==> config.mk <==
export PLATFORM = sky130hd
export DESIGN_NAME = traffic_phase_sequencer
export DESIGN_NICKNAME = d
export VERILOG_FILES = /design/src/rtl/traffic_phase_sequencer_pkg.sv /design/src/rtl/traffic_phase_sequencer_phase_timer.sv /design/src/rtl/traffic_phase_sequencer.sv
export SDC_FILE = /design/constraint.sdc
export NUM_CORES = 1
export LEC_CHECK = 0
export CAP_MARGIN = 20
export CORE_ASPECT_RATIO = 0.6
export CORE_MARGIN = 2
export CORE_UTILIZATION = 39
export CTS_BUF_LIST = sky130_fd_sc_hd__clkbuf_4 sky130_fd_sc_hd__clkbuf_8
export DETAILED_ROUTE_END_ITERATION = 6
export GPL_TIMING_DRIVEN = 0
export PLACE_DENSITY = 0.67
export SETUP_SLACK_MARGIN = 0.3
export SYNTH_ARGS = -nofsm -noshare
export SYNTH_HDL_FRONTEND = slang
export SYNTH_SLANG_ARGS = --single-unit
==> constraint.sdc <==
create_clock -name clk -period 3.1 [get_ports clk]
set_input_delay 0.31 -clock clk [delete_from_list [all_inputs] [get_ports clk]]
set_output_delay 0.31 -clock clk [all_outputs]
set_load 0.01 [all_outputs]
==> src/rtl/traffic_phase_sequencer_pkg.sv <==
// Shared types and command byte codes for the multi-approach traffic sequencer.
package traffic_pkg;

  typedef enum logic [1:0] {
    ST_ALL_RED = 2'd0,
    ST_GREEN   = 2'd1,
    ST_YELLOW  = 2'd2,
    ST_FLASH   = 2'd3
  } state_e;

  typedef enum logic [1:0] {
    MODE_AUTO   = 2'd0,
    MODE_MANUAL = 2'd1,
    MODE_FLASH  = 2'd2
  } mode_e;

  // ASCII command bytes from the host stream
  localparam logic [7:0] CMD_AUTO   = 8'h41;  // 'A'
  localparam logic [7:0] CMD_MANUAL = 8'h4D;  // 'M'
  localparam logic [7:0] CMD_NEXT   = 8'h4E;  // 'N'
  localparam logic [7:0] CMD_FLASH  = 8'h46;  // 'F'

endpackage

==> src/rtl/traffic_phase_sequencer_phase_timer.sv <==
// Phase down-counter: load has priority, counts on tick unless held,
// and flags the expiring tick when the count has reached zero.
module phase_timer #(
  parameter int               CNT_W   = 16,
  parameter logic [CNT_W-1:0] RST_VAL = '0
) (
  input  logic             clk,
  input  logic             rst,
  input  logic             load,
  input  logic [CNT_W-1:0] load_val,
  input  logic             tick,
  input  logic             hold,
  output logic             done
);

  logic [CNT_W-1:0] cnt_q;
  logic [CNT_W-1:0] cnt_d;

  assign done = tick && (cnt_q == '0) && !hold;

  // Next count: reload on phase entry, otherwise decrement on each unheld tick
  always_comb begin
    cnt_d = cnt_q;
    if (load) begin
      cnt_d = load_val;
    end else if (tick && !hold && (cnt_q != '0)) begin
      cnt_d = cnt_q - 1'b1;
    end
  end

  // Count register
  always_ff @(posedge clk or posedge rst) begin
    if (rst) begin
      cnt_q <= RST_VAL;
    end else begin
      cnt_q <= cnt_d;
    end
  end

endmodule

==> src/rtl/traffic_phase_sequencer.sv <==
// Multi-approach traffic sequencer: timed green/yellow/all-red rotation with
// host-selectable auto, manual-step and flashing modes. Lamps are registered.
module traffic_phase_sequencer
  import traffic_pkg::*;
#(
  parameter int NUM_DIR      = 4,
  parameter int CNT_W        = 16,
  parameter int GREEN_TICKS  = 20,
  parameter int YELLOW_TICKS = 4,
  parameter int ALLRED_TICKS = 2
) (
  input  logic                       clk,
  input  logic                       rst,
  input  logic                       tick,
  input  logic [7:0]                 command,
  input  logic                       command_valid,
  output logic [NUM_DIR-1:0]         red,
  output logic [NUM_DIR-1:0]         yellow,
  output logic [NUM_DIR-1:0]         green,
  output logic [$clog2(NUM_DIR)-1:0] active_dir,
  output logic [1:0]                 mode
);

  localparam int               DIR_W     = $clog2(NUM_DIR);
  localparam logic [DIR_W-1:0] LAST_DIR  = DIR_W'(NUM_DIR - 1);
  localparam logic [CNT_W-1:0] GREEN_LD  = CNT_W'(GREEN_TICKS - 1);
  localparam logic [CNT_W-1:0] YELLOW_LD = CNT_W'(YELLOW_TICKS - 1);
  localparam logic [CNT_W-1:0] ALLRED_LD = CNT_W'(ALLRED_TICKS - 1);

  state_e             state_q, state_d;
  mode_e              mode_q, mode_d;
  logic [DIR_W-1:0]   dir_q, dir_d;
  logic               flash_ph_q, flash_ph_d;
  // Set when all-red follows a yellow, so the next green moves to the next approach
  logic               adv_q, adv_d;
  logic [NUM_DIR-1:0] red_q, red_d, yellow_q, yellow_d, green_q, green_d;

  logic               cmd_act;
  logic               tmr_load;
  logic [CNT_W-1:0]   tmr_val;
  logic               tmr_hold;
  logic               tmr_done;

  assign tmr_hold = (mode_q == MODE_MANUAL) && (state_q == ST_GREEN);

  phase_timer #(
    .CNT_W   (CNT_W),
    .RST_VAL (ALLRED_LD)
  ) u_timer (
    .clk      (clk),
    .rst      (rst),
    .load     (tmr_load),
    .load_val (tmr_val),
    .tick     (tick),
    .hold     (tmr_hold),
    .done     (tmr_done)
  );

  // Next state: an accepted command overrides any timer expiry in the same cycle
  always_comb begin
    state_d    = state_q;
    mode_d     = mode_q;
    dir_d      = dir_q;
    flash_ph_d = flash_ph_q;
    adv_d      = adv_q;
    tmr_load   = 1'b0;
    tmr_val    = '0;
    cmd_act    = 1'b0;

    if (command_valid) begin
      case (command)
        CMD_AUTO, CMD_MANUAL: begin
          cmd_act = 1'b1;
          mode_d  = (command == CMD_AUTO) ? MODE_AUTO : MODE_MANUAL;
          if (state_q == ST_FLASH) begin
            state_d  = ST_ALL_RED;
            adv_d    = 1'b0;
            tmr_load = 1'b1;
            tmr_val  = ALLRED_LD;
          end else if ((command == CMD_AUTO) && (state_q == ST_GREEN)) begin
            tmr_load = 1'b1;
            tmr_val  = GREEN_LD;
          end
        end
        CMD_NEXT: begin
          if ((mode_q == MODE_MANUAL) && (state_q == ST_GREEN)) begin
            cmd_act  = 1'b1;
            state_d  = ST_YELLOW;
            tmr_load = 1'b1;
            tmr_val  = YELLOW_LD;
          end
        end
        CMD_FLASH: begin
          if (state_q != ST_FLASH) begin
            cmd_act    = 1'b1;
            state_d    = ST_FLASH;
            mode_d     = MODE_FLASH;
            flash_ph_d = 1'b1;
          end
        end
        default: ;
      endcase
    end

    if (!cmd_act) begin
      if (state_q == ST_FLASH) begin
        if (tick) begin
          flash_ph_d = !flash_ph_q;
        end
      end else if (tmr_done) begin
        case (state_q)
          ST_GREEN: begin
            state_d  = ST_YELLOW;
            tmr_load = 1'b1;
            tmr_val  = YELLOW_LD;
          end
          ST_YELLOW: begin
            state_d  = ST_ALL_RED;
            adv_d    = 1'b1;
            tmr_load = 1'b1;
            tmr_val  = ALLRED_LD;
          end
          ST_ALL_RED: begin
            state_d  = ST_GREEN;
            adv_d    = 1'b0;
            tmr_load = 1'b1;
            tmr_val  = GREEN_LD;
            if (adv_q) begin
              dir_d = (dir_q == LAST_DIR) ? '0 : dir_q + 1'b1;
            end
          end
          default: ;
        endcase
      end
    end
  end

  // Lamp decode from next-state values so the lamps change with the state register
  always_comb begin
    red_d    = '1;
    yellow_d = '0;
    green_d  = '0;
    case (state_d)
      ST_GREEN: begin
        red_d[dir_d]   = 1'b0;
        green_d[dir_d] = 1'b1;
      end
      ST_YELLOW: begin
        red_d[dir_d]    = 1'b0;
        yellow_d[dir_d] = 1'b1;
      end
      ST_FLASH: begin
        red_d    = '0;
        yellow_d = {NUM_DIR{flash_ph_d}};
      end
      default: ;
    endcase
  end

  // State, control and lamp registers
  always_ff @(posedge clk or posedge rst) begin
    if (rst) begin
      state_q    <= ST_ALL_RED;
      mode_q     <= MODE_AUTO;
      dir_q      <= '0;
      flash_ph_q <= 1'b0;
      adv_q      <= 1'b0;
      red_q      <= '1;
      yellow_q   <= '0;
      green_q    <= '0;
    end else begin
      state_q    <= state_d;
      mode_q     <= mode_d;
      dir_q      <= dir_d;
      flash_ph_q <= flash_ph_d;
      adv_q      <= adv_d;
      red_q      <= red_d;
      yellow_q   <= yellow_d;
      green_q    <= green_d;
    end
  end

  assign red        = red_q;
  assign yellow     = yellow_q;
  assign green      = green_q;
  assign active_dir = dir_q;
  assign mode       = mode_q;

endmodule

Word-level counts from Yosys, hierarchy flattened:

Cells that the tools add are included.

* bits of input ports: 12
* output and inout port bits: 16
* register bits: 36

* multiplexer cells: 59
* add/subtract/negate cells: 2
* equal/unequal tests: 14
* bitwise gates (word level): 1
* reductions and logical operators: 18
* magnitude comparators: 2

Operators by type and width (count)
* 16-bit 2-to-1 mux: 5
* 16-bit case mux with 3 select lines: 1
* 8-bit by 7-bit equality test with 1-bit output, second input constant: 4
* 2-bit 2-to-1 mux: 15
* 1-bit 2-to-1 mux: 24
* 16-bit zero test: 1
* 4-bit case mux with 2 select lines: 2
* 16-bit nonzero test: 1
* 16-bit by 1-bit subtractor with 16-bit output, second input constant: 1
* 5-bit 2-to-1 mux: 3
* 2-bit case mux with 3 select lines: 2
* 2-bit equality test, second input constant: 5
* 5-bit case mux with 2 select lines: 1
* 1-bit logical AND: 7
* 2-bit by 1-bit equality test with 1-bit output, second input constant: 3
* 4-bit 2-to-1 mux: 1
* 2-bit != test, second input constant: 2
* 4-bit NOT: 1
* 1-bit case mux with 2 select lines: 2
* 2-bit case mux with 2 select lines: 1
* 2-bit nonzero test: 2
* 2-bit OR reduction: 2
* 2-bit by 3-bit less-than comparator with 1-bit output, second input constant: 1
* 1-bit case mux with 3 select lines: 1
* 7 further kinds: 8

Logic depth before layout (Yosys ltp):

Gate-level depths: netlist of run 1.

* depth after elaboration: 13
* mapped depth: 12

By module:

A second synthesis of run 1 with hierarchy kept.

* cells, all modules: 300
* area, all modules: 2531.2 um^2

Modules (own cells, without submodules)
* traffic_phase_sequencer: area an instance 1407.6 um^2, instances 1, seq. area each 505.5 um^2, cells each 163
* phase_timer: area an instance 1123.6 um^2, instances 1, seq. area each 401.6 um^2, cells each 137

Worst setup path before layout of run 1:

OpenSTA, ideal clock, no wires.

* path type: register -> register
* start: register state_q[1]
* end: register yellow_q[1] (netlist: yellow[1])
* arrival time: 2.503 ns
* period minus slack after synthesis: 2.568 ns
* stages on the path, launching flop included: 12
* required time: 3.034 ns
* setup slack: 0.532 ns
* buffers on the path: 1
* path through: dfrtp_1 buf_2 nand4bb_2 a211o_2 a21oi_2 or2_2 a211oi_1 a211oi_1 ha_1 o21ai_0 a21oi_1 a31o_1

* elaborated cells on any way between the ends: 39

RTL lines
* from (decl): RTL line traffic_phase_sequencer.sv:30 `state_e state_q, state_d;`
* from (signal assigned): RTL line traffic_phase_sequencer.sv:172 `state_q <= state_d;`
* 2-bit by 1-bit equality test with 1-bit output: RTL line traffic_phase_sequencer.sv:44, traffic_phase_sequencer.sv:86, traffic_phase_sequencer.sv:111
* 1-bit logical AND: RTL line traffic_phase_sequencer.sv:44, traffic_phase_sequencer.sv:86
* 2-bit 2-to-1 mux: RTL line traffic_phase_sequencer.sv:86 `if ((mode_q == MODE_MANUAL) && (state_q == ST_GREEN)) begin`
* 2-bit case mux with 3 select lines: RTL line traffic_phase_sequencer.sv:71 `case (command)`
* 2-bit 2-to-1 mux: RTL line traffic_phase_sequencer.sv:70 `if (command_valid) begin`
* 2-bit case mux with 3 select lines: RTL line traffic_phase_sequencer.sv:111 `case (state_q)`
* 2-bit 2-to-1 mux: RTL line traffic_phase_sequencer.sv:110 `end else if (tmr_done) begin`
* 2-bit 2-to-1 mux: RTL line traffic_phase_sequencer.sv:106 `if (state_q == ST_FLASH) begin`
* 2-bit 2-to-1 mux *: RTL line traffic_phase_sequencer.sv:105 `if (!cmd_act) begin`
* via state_d[0]: RTL line traffic_phase_sequencer.sv:30
* 2-bit equality test: RTL line traffic_phase_sequencer.sv:143 `case (state_d)`
* 4-bit case mux with 2 select lines *: RTL line traffic_phase_sequencer.sv:143
* via yellow_d[1]: RTL line traffic_phase_sequencer.sv:36 `logic [NUM_DIR-1:0] red_q, red_d, yellow_q, yellow_d, green_q, green_d;`
* to (signal assigned): RTL line traffic_phase_sequencer.sv:178 `yellow_q <= yellow_d;`
* to (decl): RTL line traffic_phase_sequencer.sv:36

The timed path passes the listed nets; every way through them passes the cells marked *.
A chain may end at the register's enable or synchronous reset.

Final worst setup path of run 1:

* start: input port command[3]
* end: register red_q[1] (netlist: red[1])

* longest elaborated chain between the ends: 11
* elaborated cells on any way between the ends: 25

RTL lines
* from (decl): RTL line traffic_phase_sequencer.sv:15 `input logic [7:0] command,`
* 8-bit by 7-bit equality test with 1-bit output: RTL line traffic_phase_sequencer.sv:71
* 2-bit OR reduction: RTL line traffic_phase_sequencer.sv:71
* 2-bit case mux with 3 select lines: RTL line traffic_phase_sequencer.sv:71
* 2-bit 2-to-1 mux: RTL line traffic_phase_sequencer.sv:70
* 2-bit case mux with 3 select lines: RTL line traffic_phase_sequencer.sv:111
* 2-bit 2-to-1 mux: RTL line traffic_phase_sequencer.sv:110
* 2-bit 2-to-1 mux: RTL line traffic_phase_sequencer.sv:106
* 2-bit 2-to-1 mux *: RTL line traffic_phase_sequencer.sv:105
* via state_d[1]: RTL line traffic_phase_sequencer.sv:30
* 2-bit by 1-bit equality test with 1-bit output / 2-bit equality test (equally long branches): RTL line traffic_phase_sequencer.sv:143
* 2-bit OR reduction (no source line)
* 4-bit case mux with 2 select lines *: RTL line traffic_phase_sequencer.sv:143
* via red_d[1]: RTL line traffic_phase_sequencer.sv:36
* to (signal assigned): RTL line traffic_phase_sequencer.sv:177 `red_q <= red_d;`
* to (decl): RTL line traffic_phase_sequencer.sv:36

Marks and branches as above.

==> results of run 1 <==
## layout by cell type (no fill, tap or decap), drive strengths merged, types with 4 or more instances in the layout
master         instances
dfstp                  5
a211oi                 4
xor2                  10
xnor2                  7
dfrtp                 31
nor4                   4
clkbuf                 8
or2                    4
nor2                  27
clkdlybuf4s50         24
nand2                 16
nor3                   7
nand3                  5
buf                   10
a21oi                  9
nand2b                 6
and2                   5
ha                     5
o21ai                  9
inv                    5
## through the flow
stage | hold WS (ns) | area (sq um) | power (mW)
finish | 0.475 | 2700 | 2.12
global route | 0.547 | 2700 | 2.27
CTS | 0.512 | 2580 | 2.00
detailed placement | 0.528 | 2440 | 1.63
global placement | 0.540 | 2440 | 1.62
floorplan | 0.427 | 2080 | 1.37
## power by group
group          switching [mW]  leakage, nW  internal (mW)
Combinational           0.462        0.622          0.494
Sequential              0.160        0.449          0.662
Clock                   0.182       0.0479          0.157
## registers in the layout, indices dropped and copies added (netlist names)
register	count
u_timer.cnt_q	16
green	4
mode	2
flash_ph_q	1
adv_q	1
state_q	2
active_dir	2
red	4
yellow	4
## final timing paths
path	end	slack, ns	depth (start not counted)
min in group clk	mode[0]$_DFFE_PP0P_	0.53	2
max	red[1]$_DFF_PP1_	0.39	12
max in group asynchronous	mode[0]$_DFFE_PP0P_	2.14	2
max reg2reg	red[1]$_DFF_PP1_	0.41	11
min	u_timer.cnt_q[5]$_DFFE_PP0P_	0.48	2
min reg2reg	mode[1]$_DFFE_PP0P_	0.55	2
## area by class of cell
type / count / area, sq um
Buffer: 7 / 46.3
Clock inverter: 3 / 18.8
Tap cell: 66 / 82.6
Timing Repair Buffer: 33 / 323
Sequential cell: 36 / 907
Clock buffer: 5 / 68.8
Fill cell: 460 / 2410
Inverter: 5 / 18.8
Multi-Input combinational cell: 162 / 1230
## cell families (layout without fill, tap and decap cells)
logic type	Yosys count	in the layout
muxes	2	2
buffers and inverters	12	53
and+or+nand+nor	97	97
AOI/OAI and AO/OA	41	41
adders and majority gates	5	5
DFF	36	36
xor gates and xnor gates	17	17
## synthesized netlist by cell type (2+ instances only)
master / n
o211ai_1: 3
nand3b_1: 3
inv_1: 5
xor2_1: 10
nand2b_1: 6
nand2_1: 16
a31o_1: 2
a211oi_1: 4
dfstp_2: 5
nand4b_1: 2
nor4_4: 3
and2_1: 4
clkbuf_1: 3
nor2_1: 27
xnor2_1: 6
nor3_1: 7
nand3_1: 5
o21a_1: 3
o21ai_0: 9
nor3b_1: 3
or2_2: 3
dfrtp_1: 31
a21o_1: 3
a31oi_1: 2
ha_1: 5
mux2i_1: 2
nand4bb_1: 2
a21oi_1: 8
and3_1: 2
buf_2: 2
## per-layer routing
metal,vias to the layer above,wire (um),global-route usage [%]
met1,745,2560,25.1
met2,44,1600,19.0
li1,825,-,-
met5,-,0,0
met3,7,251,4.72
met4,0,72,5.28
## what timing repair did
action,4_1_cts,5_1_grt
resized for setup,11,21
endpoints found under the setup margin,12,8
pin swaps,2,8
setup buffers,1,5
==> impl_metrics.json, run 1 <==
{
  "status": "complete, no violations",
  "path_cells": "clkdlybuf4s50_1, buf_4, and3b_1, a211o_4, a21oi_4, or2_4, nor2_1, nor3_4, buf_6, ha_4, and2_1, a31oi_1",
  "synthSimpleGateAreaFrac_pct": 28.5,
  "vias_per_cell": 5.11,
  "utilization_pct": 52.8,
  "grt_pass1_vias": 1414,
  "maxCapViolations": 0,
  "post-place-cells": 303,
  "slowest_delay_ns": 0.48,
  "drive_above_1_share_pct": 21.9,
  "grt_max_degree": 37,
  "dieArea_sq_um": 5960,
  "crit_slowest_cell": "clkdlybuf4s50_1",
  "arrival_ns": 2.92,
  "cts_tree": "done",
  "fin_ws_ns": 0.391,
  "reg2reg_from": "state_q[1]$_DFF_PP0_",
  "synth_edf_count": 0,
  "grt_overflow": 0,
  "gp_congestion": 0.836,
  "synth_mux_area_share_pct": 0.961,
  "cp_max_fo": 10,
  "hold_viol": 0,
  "synth_xor_xnor_area_share_pct": 8.05,
  "worstSkewPairLatency_ns": 0.29,
  "slew_headroom_pct": 49.2,
  "port_buffers": 27,
  "synth_top_family_by_area": "simple AND/OR/NAND/NOR gates",
  "fin_crit_sh_pct": 87.4,
  "antenna_cells": 0,
  "root_buffer": "clkbuf_8",
  "setup_viol": 0,
  "antenna_found_initial": 0,
  "synth-compound-area-share_pct": 13.2,
  "ys_seq_elements": 36,
  "grt_pass1_wl_mm": 7.11,
  "wirelength_mm": 4.49,
  "die_y_um": 60.6,
  "ioPinCount": 28,
  "synthDistinctLibCells": 54,
  "worstMarginPinSlew_ns": 0.761,
  "grtUsageTotal_pct": 15.6,
  "async_flop_share_pct": 100,
  "yosys_warnings": 0,
  "drv_slew": 0,
  "hpwl_mm": 3.08,
  "cts_hold_buffers": 0,
  "rsz0062_at_grt": "false",
  "rows": 20,
  "synthesis.area_sq_um": 2080,
  "start_util_pct": 40.8,
  "cp.required_ns": 3.31,
  "drtIter0Drc": 82,
  "fin_crit_ns": 2.71,
  "dr.pass1.iters": 4,
  "fin_cells": 317,
  "h-tree-depth": 2,
  "cp-startpoint": "command[3]",
  "die_w_um": 98.4,
  "min_path_type": "input pin to asynchronous set/reset pin",
  "numClockSinks": 36,
  "ir_drop_mv": 0.302,
  "cp_num_buf_inv": 3,
  "max-clock-path-buffers": 2,
  "final_nets": 267,
  "setup-tns-final_ns": 0,
  "route.detailed.drc": 0,
  "core_sq_um": 5100,
  "max_freq_mhz": 369,
  "cts.clk_slew.worst_paths_ns": 0.08,
  "postRouteAntennaNets": 0,
  "end_kind": "register",
  "fin_skew_ns": 0.00358,
  "crit_path_start_kind": "input pin",
  "crit_family": "simple AND/OR/NAND/NOR gates",
  "p_leak_nw": 1.12,
  "num_vias": 1621,
  "synthTopCellsByArea": "dfrtp_1 37%, dfstp_2 6.3%, nor2_1 4.9%",
  "dp_slack_ns": -0.353,
  "cts_made_buffers": 5,
  "synth_cells": 210,
  "syn_avg_cell_area_sq_um": 9.92,
  "syn-num-nets": 227,
  "p_per_area_nw_per_um2": 786,
  "yosysTopAreaCellShare_pct": 37.2,
  "yosysTopAreaCell": "dfrtp_1",
  "ys_seq_area_share_pct": 43.5,
  "worst-setup-path-type": "input pin to register",
  "routedWlPerCell_um": 14.2,
  "ys.flop_type": "dfrtp_1",
  "syn_to_final_growth_pct": 29.4,
  "synth-adder-area-share_pct": 3.00
}
(Power assumes the default switching activity.)
==> run 2, diff against run 1 <==
--- a/config.mk
+++ b/config.mk
@@ -5,7 +5,7 @@
 export SDC_FILE = /design/constraint.sdc
 export NUM_CORES = 1
 export LEC_CHECK = 0
-export CAP_MARGIN = 20
+export CAP_MARGIN = 5
 export CORE_ASPECT_RATIO = 0.6
 export CORE_MARGIN = 2
 export CORE_UTILIZATION = 39
@@ -14,6 +14,7 @@
 export GPL_TIMING_DRIVEN = 0
 export PLACE_DENSITY = 0.67
 export SETUP_SLACK_MARGIN = 0.3
+export SLEW_MARGIN = 0
 export SYNTH_ARGS = -nofsm -noshare
 export SYNTH_HDL_FRONTEND = slang
 export SYNTH_SLANG_ARGS = --single-unit
==> results of run 2 <==
No change in the layout: final DEF, timing and power equal those of run 1.
